[src/rtl/if_pkg.sv]
// Shared types and default parameters for the instruction fetch unit.
package if_pkg;
   localparam int unsigned ADDR_W = 16;
   localparam int unsigned INSTR_W = 16;
   localparam int unsigned PC_STEP = 4;
   localparam logic [ADDR_W-1:0] RESET_PC = '0;
   localparam int unsigned MEM_WORDS = 1024;

   typedef struct packed {
      logic [INSTR_W-1:0] instr;
      logic [ADDR_W-1:0]  pc;
   } fetch_entry_t;

   typedef enum logic {RUN, FAULT} fetch_state_t;
endpackage

[src/rtl/instr_fetch_unit_if.sv]
// Bundle of instruction-memory, redirect and decode-handshake signals.
interface instr_fetch_unit_if;
   import if_pkg::*;

   logic               fetch_en;
   logic [ADDR_W-1:0]  imem_addr;
   logic [INSTR_W-1:0] imem_rdata;
   logic               redirect_valid;
   logic [ADDR_W-1:0]  redirect_pc;
   logic               out_valid;
   logic               out_ready;
   logic [INSTR_W-1:0] out_instr;
   logic [ADDR_W-1:0]  out_pc;
   logic               fetch_fault;

   modport master (
      input  fetch_en, imem_rdata, redirect_valid, redirect_pc, out_ready,
      output imem_addr, out_valid, out_instr, out_pc, fetch_fault
   );

   modport slave (
      output fetch_en, imem_rdata, redirect_valid, redirect_pc, out_ready,
      input  imem_addr, out_valid, out_instr, out_pc, fetch_fault
   );
endinterface

[src/rtl/fetch_buf2.sv]
// Two-entry fetch FIFO; the head register doubles as the registered output
// and keeps its last contents when the buffer drains.
module fetch_buf2
   import if_pkg::*;
(
   input  logic         clk,
   input  logic         rst,
   input  logic         push,
   input  logic         pop,
   input  logic         flush,
   input  fetch_entry_t din,
   output logic [1:0]   count,
   output logic         head_valid,
   output fetch_entry_t head
);
   fetch_entry_t head_q, head_d, tail_q, tail_d;
   logic         head_vld_q, head_vld_d, tail_vld_q, tail_vld_d;

   always_ff @(posedge clk or negedge rst) begin
      if (!rst) begin
         head_q     <= '0;
         tail_q     <= '0;
         head_vld_q <= 1'b0;
         tail_vld_q <= 1'b0;
      end else begin
         head_q     <= head_d;
         tail_q     <= tail_d;
         head_vld_q <= head_vld_d;
         tail_vld_q <= tail_vld_d;
      end
   end

   always_comb begin
      head_d     = head_q;
      tail_d     = tail_q;
      head_vld_d = head_vld_q;
      tail_vld_d = tail_vld_q;
      if (flush) begin
         head_vld_d = 1'b0;
         tail_vld_d = 1'b0;
      end else begin
         if (pop && head_vld_q) begin
            if (tail_vld_q) begin
               head_d     = tail_q;
               tail_vld_d = 1'b0;
            end else begin
               head_vld_d = 1'b0;
            end
         end
         // Occupancy after the pop decides which slot the new entry lands in.
         if (push) begin
            if (!head_vld_d) begin
               head_d     = din;
               head_vld_d = 1'b1;
            end else begin
               tail_d     = din;
               tail_vld_d = 1'b1;
            end
         end
      end
   end

   assign count      = {1'b0, head_vld_q} + {1'b0, tail_vld_q};
   assign head_valid = head_vld_q;
   assign head       = head_q;
endmodule

[src/rtl/instr_fetch_unit.sv]
// Fetch stage: PC register, RUN/FAULT state machine and push/redirect
// arbitration in front of a two-entry output buffer.
module instr_fetch_unit #(
   parameter logic [if_pkg::ADDR_W-1:0] RESET_PC  = if_pkg::RESET_PC,
   parameter int unsigned               MEM_WORDS = if_pkg::MEM_WORDS
) (
   input logic                clk,
   input logic                rst,
   instr_fetch_unit_if.master bus
);
   import if_pkg::*;

   localparam int unsigned MemLimit = MEM_WORDS * PC_STEP;

   logic [ADDR_W-1:0] pc_q, pc_d;
   fetch_state_t      state_q, state_d;
   logic              pop, push, flush, in_range, fetch_slot, head_valid;
   logic [1:0]        count;
   fetch_entry_t      head, din;

   always_ff @(posedge clk or negedge rst) begin
      if (!rst) begin
         pc_q    <= RESET_PC;
         state_q <= RUN;
      end else begin
         pc_q    <= pc_d;
         state_q <= state_d;
      end
   end

   // Widen before comparing: the limit may equal 2^ADDR_W.
   assign in_range   = {{(32-ADDR_W){1'b0}}, pc_q} < MemLimit;
   assign pop        = head_valid & bus.out_ready;
   assign fetch_slot = (state_q == RUN) & bus.fetch_en & ~bus.redirect_valid &
                       ((count != 2'd2) | pop);
   assign push       = fetch_slot & in_range;
   assign flush      = bus.redirect_valid;
   assign din        = '{instr: bus.imem_rdata, pc: pc_q};

   always_comb begin
      pc_d    = pc_q;
      state_d = state_q;
      if (bus.redirect_valid) begin
         pc_d    = {bus.redirect_pc[ADDR_W-1:2], 2'b00};
         state_d = RUN;
      end else if (push) begin
         pc_d = pc_q + ADDR_W'(PC_STEP);
      end else if (fetch_slot) begin
         state_d = FAULT;
      end
   end

   fetch_buf2 u_buf (
      .clk        (clk),
      .rst        (rst),
      .push       (push),
      .pop        (pop),
      .flush      (flush),
      .din        (din),
      .count      (count),
      .head_valid (head_valid),
      .head       (head)
   );

   assign bus.imem_addr   = pc_q;
   assign bus.out_valid   = head_valid;
   assign bus.out_instr   = head.instr;
   assign bus.out_pc      = head.pc;
   assign bus.fetch_fault = (state_q == FAULT);
endmodule

[src/flat_wrapper.sv]
// flat-port wrapper written by rule: the top's interface ports become plain ports
module instr_fetch_unit_flat import if_pkg::*;
#(
   parameter logic [if_pkg::ADDR_W-1:0] RESET_PC  = if_pkg::RESET_PC,
   parameter int unsigned               MEM_WORDS = if_pkg::MEM_WORDS
)
  (clk, rst, bus_fetch_en, bus_imem_rdata, bus_redirect_valid, bus_redirect_pc, bus_out_ready, bus_imem_addr, bus_out_valid, bus_out_instr, bus_out_pc, bus_fetch_fault);
  instr_fetch_unit_if bus_i ();
  input logic clk;
  input logic rst;
  input wire logic [$bits(bus_i.fetch_en)-1:0] bus_fetch_en;
  input wire logic [$bits(bus_i.imem_rdata)-1:0] bus_imem_rdata;
  input wire logic [$bits(bus_i.redirect_valid)-1:0] bus_redirect_valid;
  input wire logic [$bits(bus_i.redirect_pc)-1:0] bus_redirect_pc;
  input wire logic [$bits(bus_i.out_ready)-1:0] bus_out_ready;
  output wire logic [$bits(bus_i.imem_addr)-1:0] bus_imem_addr;
  output wire logic [$bits(bus_i.out_valid)-1:0] bus_out_valid;
  output wire logic [$bits(bus_i.out_instr)-1:0] bus_out_instr;
  output wire logic [$bits(bus_i.out_pc)-1:0] bus_out_pc;
  output wire logic [$bits(bus_i.fetch_fault)-1:0] bus_fetch_fault;
  assign bus_i.fetch_en = bus_fetch_en;
  assign bus_i.imem_rdata = bus_imem_rdata;
  assign bus_i.redirect_valid = bus_redirect_valid;
  assign bus_i.redirect_pc = bus_redirect_pc;
  assign bus_i.out_ready = bus_out_ready;
  assign bus_imem_addr = bus_i.imem_addr;
  assign bus_out_valid = bus_i.out_valid;
  assign bus_out_instr = bus_i.out_instr;
  assign bus_out_pc = bus_i.out_pc;
  assign bus_fetch_fault = bus_i.fetch_fault;
  instr_fetch_unit #(.RESET_PC(RESET_PC), .MEM_WORDS(MEM_WORDS)) u_core (.clk(clk), .rst(rst), .bus(bus_i));
endmodule
[config.mk]
export PLATFORM = sky130hd
export DESIGN_NAME = instr_fetch_unit_flat
export DESIGN_NICKNAME = d
export VERILOG_FILES = /design/src/rtl/if_pkg.sv /design/src/rtl/instr_fetch_unit_if.sv /design/src/rtl/fetch_buf2.sv /design/src/rtl/instr_fetch_unit.sv /design/src/flat_wrapper.sv
export SDC_FILE = /design/constraint.sdc
export NUM_CORES = 1
export LEC_CHECK = 0
export BUFFER_PORTS_ARGS = -buffer_cell sky130_fd_sc_hd__buf_4
export CORE_MARGIN = 8
export CORE_UTILIZATION = 49
export DETAILED_ROUTE_END_ITERATION = 10
export PLACE_DENSITY = 0.86
export SLEW_MARGIN = 20
export SYNTH_ARGS = -nofsm -noshare
export SYNTH_HDL_FRONTEND = slang
export SYNTH_SLANG_ARGS = --single-unit
[constraint.sdc]
create_clock -name clk -period 1.67 [get_ports clk]
set_input_delay 0.4175 -clock clk [delete_from_list [all_inputs] [get_ports clk]]
set_output_delay 0.4175 -clock clk [all_outputs]
set_load 0.02 [all_outputs]
==> results.cfg, run 1 <==
[yosys]
synth_edf_count = 0
synth-async-reset-ratio_pct = 100.0
synthCells = 320
yosys_warnings = 0
yosys.area.top_type_share_pct = 52.58
synth_top_area_cell = dfrtp_1
synthTopCellsByArea = dfrtp_1 (53%), mux2_2 (8.7%), a2bb2oi_1 (4.2%), o221a_2 (4.2%), nor2_1 (3.8%)
ys_seq_elements = 79
yosysSeqAreaShare_pct = 52.58
syn_avg_cell_area_um2 = 11.75
synth_flop_cell = dfrtp_1
synth_area_um2 = 3760
ys_types = 49

[clock_tree]
clk_latency_ps = 350
clkSinkCount = 79
ctsHtreeMaxLevel = 3
clockBufferDepth = 2
cts_buffers = 9
hold_buffers = 0
clk_pin_slew_ps = 80
cts_tree = built
cts-root-buf = clkbuf_8

[layout]
finalNonFillerCells = 538
area_growth_pct = 41.96
n_antenna_cell = 0
fin_nets = 470
fin_area_um2 = 5338
drive_gt1_share_pct = 46.33

[critical_path]
timing.rr.end = u_core.u_buf.tail_q[30]$_DFFE_PN0P_
critical_path_required_ps = 1910
path_buf_inv = 2
critPathKind = flop to flop
rr_worst_depth = 6
worstPathArrival_ps = 2140
ff2ff_setup_slack_ps = -230
crit_fanout = 6
path_delay_family = simple AND/OR/NAND/NOR gates
cp-start-kind = flop
regToRegStartpoint = u_core.bus.imem_addr[15]$_DFFE_PN0P_
crit_chain = nor4_4 > nand3_4 > nor3_4 > buf_12 > clkbuf_16 > mux2_4
max_stage_delay_ps = 430
endpoint_kind = flop
cp_slowest_cell = dfrtp_2

[floorplan]
core-area_um2 = 7567
io_pins = 87
rows = 32
initial_core_util_pct = 49.69
die-height_um = 103.6
die_w_um = 103.6
die-area_um2 = 10730

[placement]
place_hpwl_um = 6807
dp.cells = 513
io_buffers = 82
post_dp_cell_area_um2 = 4850
gp_congestion = 0.8739

[sta]
final.setup_skew_ps = 6.972
drv_slew = 0
setup_viol = 68
rsz0062_at_grt = yes
fmax_mhz = 527.2
hold_violations = 0
min_period_over_period_pct = 113.6
finalCriticalPeriod_ps = 1897
setup_ws_ps = -226.9
finalSetupTns_ps = -11310
hold_ws_ps = 63.03

[power_and_ir_drop]
power.switching_mw = 1.063
combPwrFrac_pct = 14.4
internal-power_mw = 3.120
sequentialPowerShare_pct = 48.3
clockPowerShare_pct = 37.2
switching_share_pct = 25.41
p_leak_nw = 2.566
power_density_nw_per_um2 = 783.5
peakVddDrop_v = 0.0005663

[global_routing]
grt_usage_pct = 19.30
overflow = 0
grt_max_degree = 80
antenna_found_initial = 0
grt_pass1_vias = 3486
grt_pass1_wl_um = 17030

[run]
max_cap_viol_count = 0

[detailed_routing]
route.detailed.drc = 0
drt_wl_total_um = 10700
ant_nets = 0
vias_per_cell = 5.924
drt_pass1_iterations = 4
dr_total_vias = 3187
drtIter0Drc = 187
routedWlPerCell_um = 19.88

[status]
status = complete, but fails checks
violations = setup timing

[min_path]
hold_class = input port to asynchronous set/reset pin
==> how the worst max path moves through the flow <==
stage	endpoint	from	cells past startpoint
floorplan	u_core.bus.imem_addr[9]$_DFFE_PN0P_	u_core.bus.imem_addr[15]$_DFFE_PN0P_	5
global placement	u_core.u_buf.head[8]$_DFFE_PN0N_	bus_redirect_valid	7
detailed placement	u_core.u_buf.head[3]$_DFFE_PN0N_	u_core.bus.imem_addr[15]$_DFFE_PN0P_	5
CTS	u_core.u_buf.tail_q[18]$_DFFE_PN0P_	u_core.bus.imem_addr[12]$_DFFE_PN0P_	5
global route	u_core.u_buf.tail_q[25]$_DFFE_PN0P_	u_core.bus.imem_addr[15]$_DFFE_PN0P_	6
finish	u_core.u_buf.tail_q[30]$_DFFE_PN0P_	u_core.bus.imem_addr[15]$_DFFE_PN0P_	6
==> what timing repair did <==
item                       CTS  global route
setup endpoints to repair   70            73
buffers inserted             1             3
resized for setup           14            14
pin swaps                    3             3
gates cloned                 2             5
==> cell type report <==
cell class	instances	area [um2]
Clock buffer	11	141.4
Clock inverter	4	70.07
Fill cell	504	2230
Inverter	7	26.28
Multi-Input combinational cell	210	1866
Sequential cell	79	1979
Tap cell	102	127.6
Timing Repair Buffer	125	1127
==> metal layers <==
layer / vias up / wire length [um] / global-route usage (%)
li1: 1424 / - / -
met1: 1612 / 4731 / 25.07
met2: 129 / 5027 / 29.15
met3: 22 / 723 / 5.019
met4: 0 / 214 / 9.654
met5: - / 0 / 0
==> worst reg2reg max path: cells and delay by family (launching register included) <==
kind,cells,cell delay [ps]
flip-flops,1,430
multiplexers,1,300
AND/OR/NAND/NOR,3,740
buffers and inverters,2,330
==> flip-flops by register name, indices dropped and copies added (netlist names) <==
| signal | cells |
|---|---|
| u_core.u_buf.head | 32 |
| u_core.bus.fetch_fault | 1 |
| u_core.u_buf.tail_q | 30 |
| u_core.bus.imem_addr | 14 |
| u_core.u_buf.head_valid | 1 |
| u_core.u_buf.tail_vld_q | 1 |
==> stage by stage <==
| step | setup slack, ps | power (mW) | util [%] |
|---|---|---|---|
| floorplan | -230.8 | 2.327 | - |
| global placement | -196.4 | 2.614 | 64.09 |
| detailed placement | -252.4 | 2.637 | 64.09 |
| CTS | -200.8 | 4.190 | 68.37 |
| global route | -254.0 | 4.321 | 70.54 |
| finish | -226.9 | 4.182 | 70.54 |
==> synthesized netlist by cell type (4+ instances only) <==
master and instances:
a221o_1 4, a22oi_1 4, a2bb2oi_1 18, a31oi_1 10
and3_1 4, buf_2 6, buf_6 6, clkbuf_1 12
dfrtp_1 79, inv_1 6, mux2_2 29, nand2_1 8
nand3_1 5, nand4_1 4, nor2_1 38, nor2b_1 4
o211a_1 4, o21a_1 9, o21ai_0 8, o221a_2 14
o2bb2ai_1 8, or4_1 4
==> placed cells by master, fill, tap and decap left out, types with 3 or more instances in the layout <==
cell       instances
nor2_1            38
o221a_2            4
dfrtp_1           77
mux2_2             3
buf_12             6
nor2b_1            4
o221a_4           10
nand3_1            5
mux2_4            28
o21ai_1            5
o2bb2ai_1          8
buf_4            110
o21a_1             9
inv_1              6
a221o_1            4
o211a_1            4
a22oi_1            4
a2bb2oi_1         18
a31oi_1            9
buf_8              3
and3_1             3
nand4_1            4
clkbuf_16          5
or4_1              4
nand2_1            8
clkbuf_8          10
==> power by group through the flow <==
stage	Clock (mW)	Combinational, mW	Sequential [mW]
final	1.56	0.603	2.02
after global placement	0	0.560	2.05
after CTS	1.58	0.593	2.02
after floorplan	0	0.207	2.12
after detailed placement	0	0.578	2.06
after global routing	1.64	0.649	2.03
==> cell families after synthesis <==
logic type	Yosys count	synth area share, %
AOI/OAI and AO/OA	89	19.83
and+or+nand+nor	82	11.98
DFF	79	52.58
muxes	33	9.817
buffers and inverters	33	4.891
xor gates and xnor gates	2	0.4660
adders and majority gates	1	0.3327
other	1	0.09974
(Power assumes the default switching activity.)
==> inputs of run 2 (changes only) <==
--- a/config.mk
+++ b/config.mk
@@ -7,8 +7,8 @@
 export LEC_CHECK = 0
 export BUFFER_PORTS_ARGS = -buffer_cell sky130_fd_sc_hd__buf_4
-export CORE_MARGIN = 8
+export CORE_MARGIN = 4
 export CORE_UTILIZATION = 49
 export DETAILED_ROUTE_END_ITERATION = 10
-export PLACE_DENSITY = 0.86
+export PLACE_DENSITY = 0.78
 export SLEW_MARGIN = 20
 export SYNTH_ARGS = -nofsm -noshare
==> constraint.sdc (replaced) <==
create_clock -name clk -period 1.67 [get_ports clk]
set_input_delay 0 -clock clk [delete_from_list [all_inputs] [get_ports clk]]
set_output_delay 0 -clock clk [all_outputs]
set_load 0.02 [all_outputs]
==> run 2 against run 1 <==
The flow still finishes with violations (setup timing). Sequential cell count did not move. First-iteration DRC count rose by 8.6%. Sequential share of layout area down 1.2 points. Total power down 6.1%. Combinational power grew 11%. Setup slack better by 69 ps. Global-route usage grew 4.7 points. Sequential power is essentially flat. Clock power shrank 21%. Critical path type unchanged. Critical endpoint is now u_core.bus.imem_addr[8]$_DFFE_PN0P_. Largest cell class unchanged.
==> results.cfg, run 2 (same netlist as run 1, synthesis figures left out) <==
[clock_tree]
cts_tree = built
clk_latency_ps = 340
clkSinkCount = 79
cts_buffers = 9
clk_pin_slew_ps = 70
ctsHtreeMaxLevel = 3
cts-root-buf = clkbuf_8
clockBufferDepth = 2

[critical_path]
regToRegStartpoint = u_core.bus.imem_addr[14]$_DFFE_PN0P_
path_delay_family = simple AND/OR/NAND/NOR gates
cp-start-kind = flop
timing.rr.end = u_core.bus.imem_addr[8]$_DFFE_PN0P_
critical_path_required_ps = 1890
worstPathArrival_ps = 2050
ff2ff_setup_slack_ps = -160
rr_worst_depth = 4
crit_chain = nor4_4 > and3_4 > mux2_4 > a221o_1
cp_slowest_cell = dfrtp_1
endpoint_kind = flop
path_buf_inv = 0
max_stage_delay_ps = 410
critPathKind = flop to flop
crit_fanout = 4

[global_routing]
overflow = 0
grt_usage_pct = 23.96
grt_pass1_vias = 3371
grt_pass1_wl_um = 16780
antenna_found_initial = 0
grt_max_degree = 42

[min_path]
hold_depth = 3
worstHoldStart = bus_out_ready
hold_class = input port to flop
hold_path_end = u_core.u_buf.tail_vld_q$_DFF_PN0_

[status]
status = complete, but fails checks
violations = setup timing

[sta]
hold_violations = 0
fmax_mhz = 547.0
drv_slew = 0
finalSetupTns_ps = -7583
setup_viol = 63
rsz0062_at_grt = yes
min_period_over_period_pct = 109.5
finalCriticalPeriod_ps = 1828
final.setup_skew_ps = 8.328
setup_ws_ps = -158.3

[placement]
place_hpwl_um = 6694
io_buffers = 82
gp_congestion = 0.8436

[floorplan]
io_pins = 87
die-area_um2 = 9138
core-area_um2 = 7370
initial_core_util_pct = 51.02
rows = 31
die_w_um = 95.60
die-height_um = 95.60

[detailed_routing]
drt_wl_total_um = 10570
route.detailed.drc = 0
routedWlPerCell_um = 18.87
drtIter0Drc = 203
vias_per_cell = 5.730
dr_total_vias = 3209
drt_pass1_iterations = 4
ant_nets = 0

[layout]
n_antenna_cell = 0
drive_gt1_share_pct = 42.73
final_core_util_pct = 74.77
mostFrequentLayoutCell = buf_4
fin_nets = 496
area_growth_pct = 46.56
largest_register_ffs = 32
final_cell_mix = buf_4 (108), dfrtp_1 (77), nor2_1 (38)

[run]
max_cap_viol_count = 0

[power_and_ir_drop]
p_total_mw = 3.929
power_density_nw_per_um2 = 713.0
p_leak_nw = 2.620
peakVddDrop_v = 0.0005202
run 2: changes by cell type in the layout (fill, tap and decap cells not counted), sizes merged:
cell	before	now
buf	120	118
bufinv	2	0
clkinv	3	2
dlygate4sd3	0	31
clkbuf	16	15
run 2: area by class of cell:
type	count	area, um2
Tap cell	99	123.9
Multi-Input combinational cell	210	1894
Sequential cell	79	1979
Timing Repair Buffer	151	1323
Clock buffer	13	158.9
Inverter	7	26.28
Fill cell	477	1859
Clock inverter	1	5.005
run 2: how the worst max path moves through the flow:
stage	from	endpoint	slack, ps	cells past startpoint
2_1_floorplan	u_core.bus.imem_addr[15]$_DFFE_PN0P_	u_core.bus.imem_addr[9]$_DFFE_PN0P_	-230	5
3_3_place_gp	u_core.bus.imem_addr[15]$_DFFE_PN0P_	u_core.u_buf.head[8]$_DFFE_PN0N_	-150	5
3_5_place_dp	u_core.bus.imem_addr[15]$_DFFE_PN0P_	u_core.u_buf.head[30]$_DFFE_PN0N_	-230	5
4_1_cts	u_core.bus.imem_addr[14]$_DFFE_PN0P_	u_core.bus.imem_addr[8]$_DFFE_PN0P_	-180	4
5_1_grt	u_core.bus.imem_addr[14]$_DFFE_PN0P_	u_core.u_buf.head[2]$_DFFE_PN0N_	-230	7
6_report	u_core.bus.imem_addr[14]$_DFFE_PN0P_	u_core.bus.imem_addr[8]$_DFFE_PN0P_	-160	4
run 2: routing by layer:
| metal | up-vias | wire, um | track usage [%] |
|---|---|---|---|
| li1 | 1473 | - | - |
| met1 | 1614 | 4473 | 32.12 |
| met2 | 116 | 5421 | 39.84 |
| met3 | 6 | 622 | 5.841 |
| met4 | 0 | 50 | 4.621 |
| met5 | - | 0 | 0 |
run 2: repair_timing:
action / CTS / global route
endpoints found under the setup margin: 68 / 69
gates resized for setup: 18 / 6
hold buffers: 31 / 0
buffers inserted: 0 / 1
gates cloned: 2 / 2
hold endpoints to repair: 71 / 0
pin swaps: 1 / 2
run 2: per-stage QoR:
stage          hold WS (ps)  cells  instance area (um2)  setup slack [ps]
3_3_place_gp         -19.52    510                 4813            -150.3
6_report              19.85    560                 5510            -158.3
4_1_cts               11.95    557                 5399            -178.4
5_1_grt               24.73    560                 5510            -228.7
3_5_place_dp         -7.728    510                 4813            -233.7
2_1_floorplan        -295.6    321                 3958            -230.8
run 2: tightest hold or removal path: stages:
cell and delay [ps]:
buf_4 130, nand2_1 60, a31o_2 140
run 2: power breakdown:
group          switching, mW  leakage (nW)  total, mW  internal (mW)
Clock                  0.637        0.0854       1.24          0.604
Sequential            0.0549          1.05       2.02           1.96
Combinational          0.334          1.48      0.668          0.334
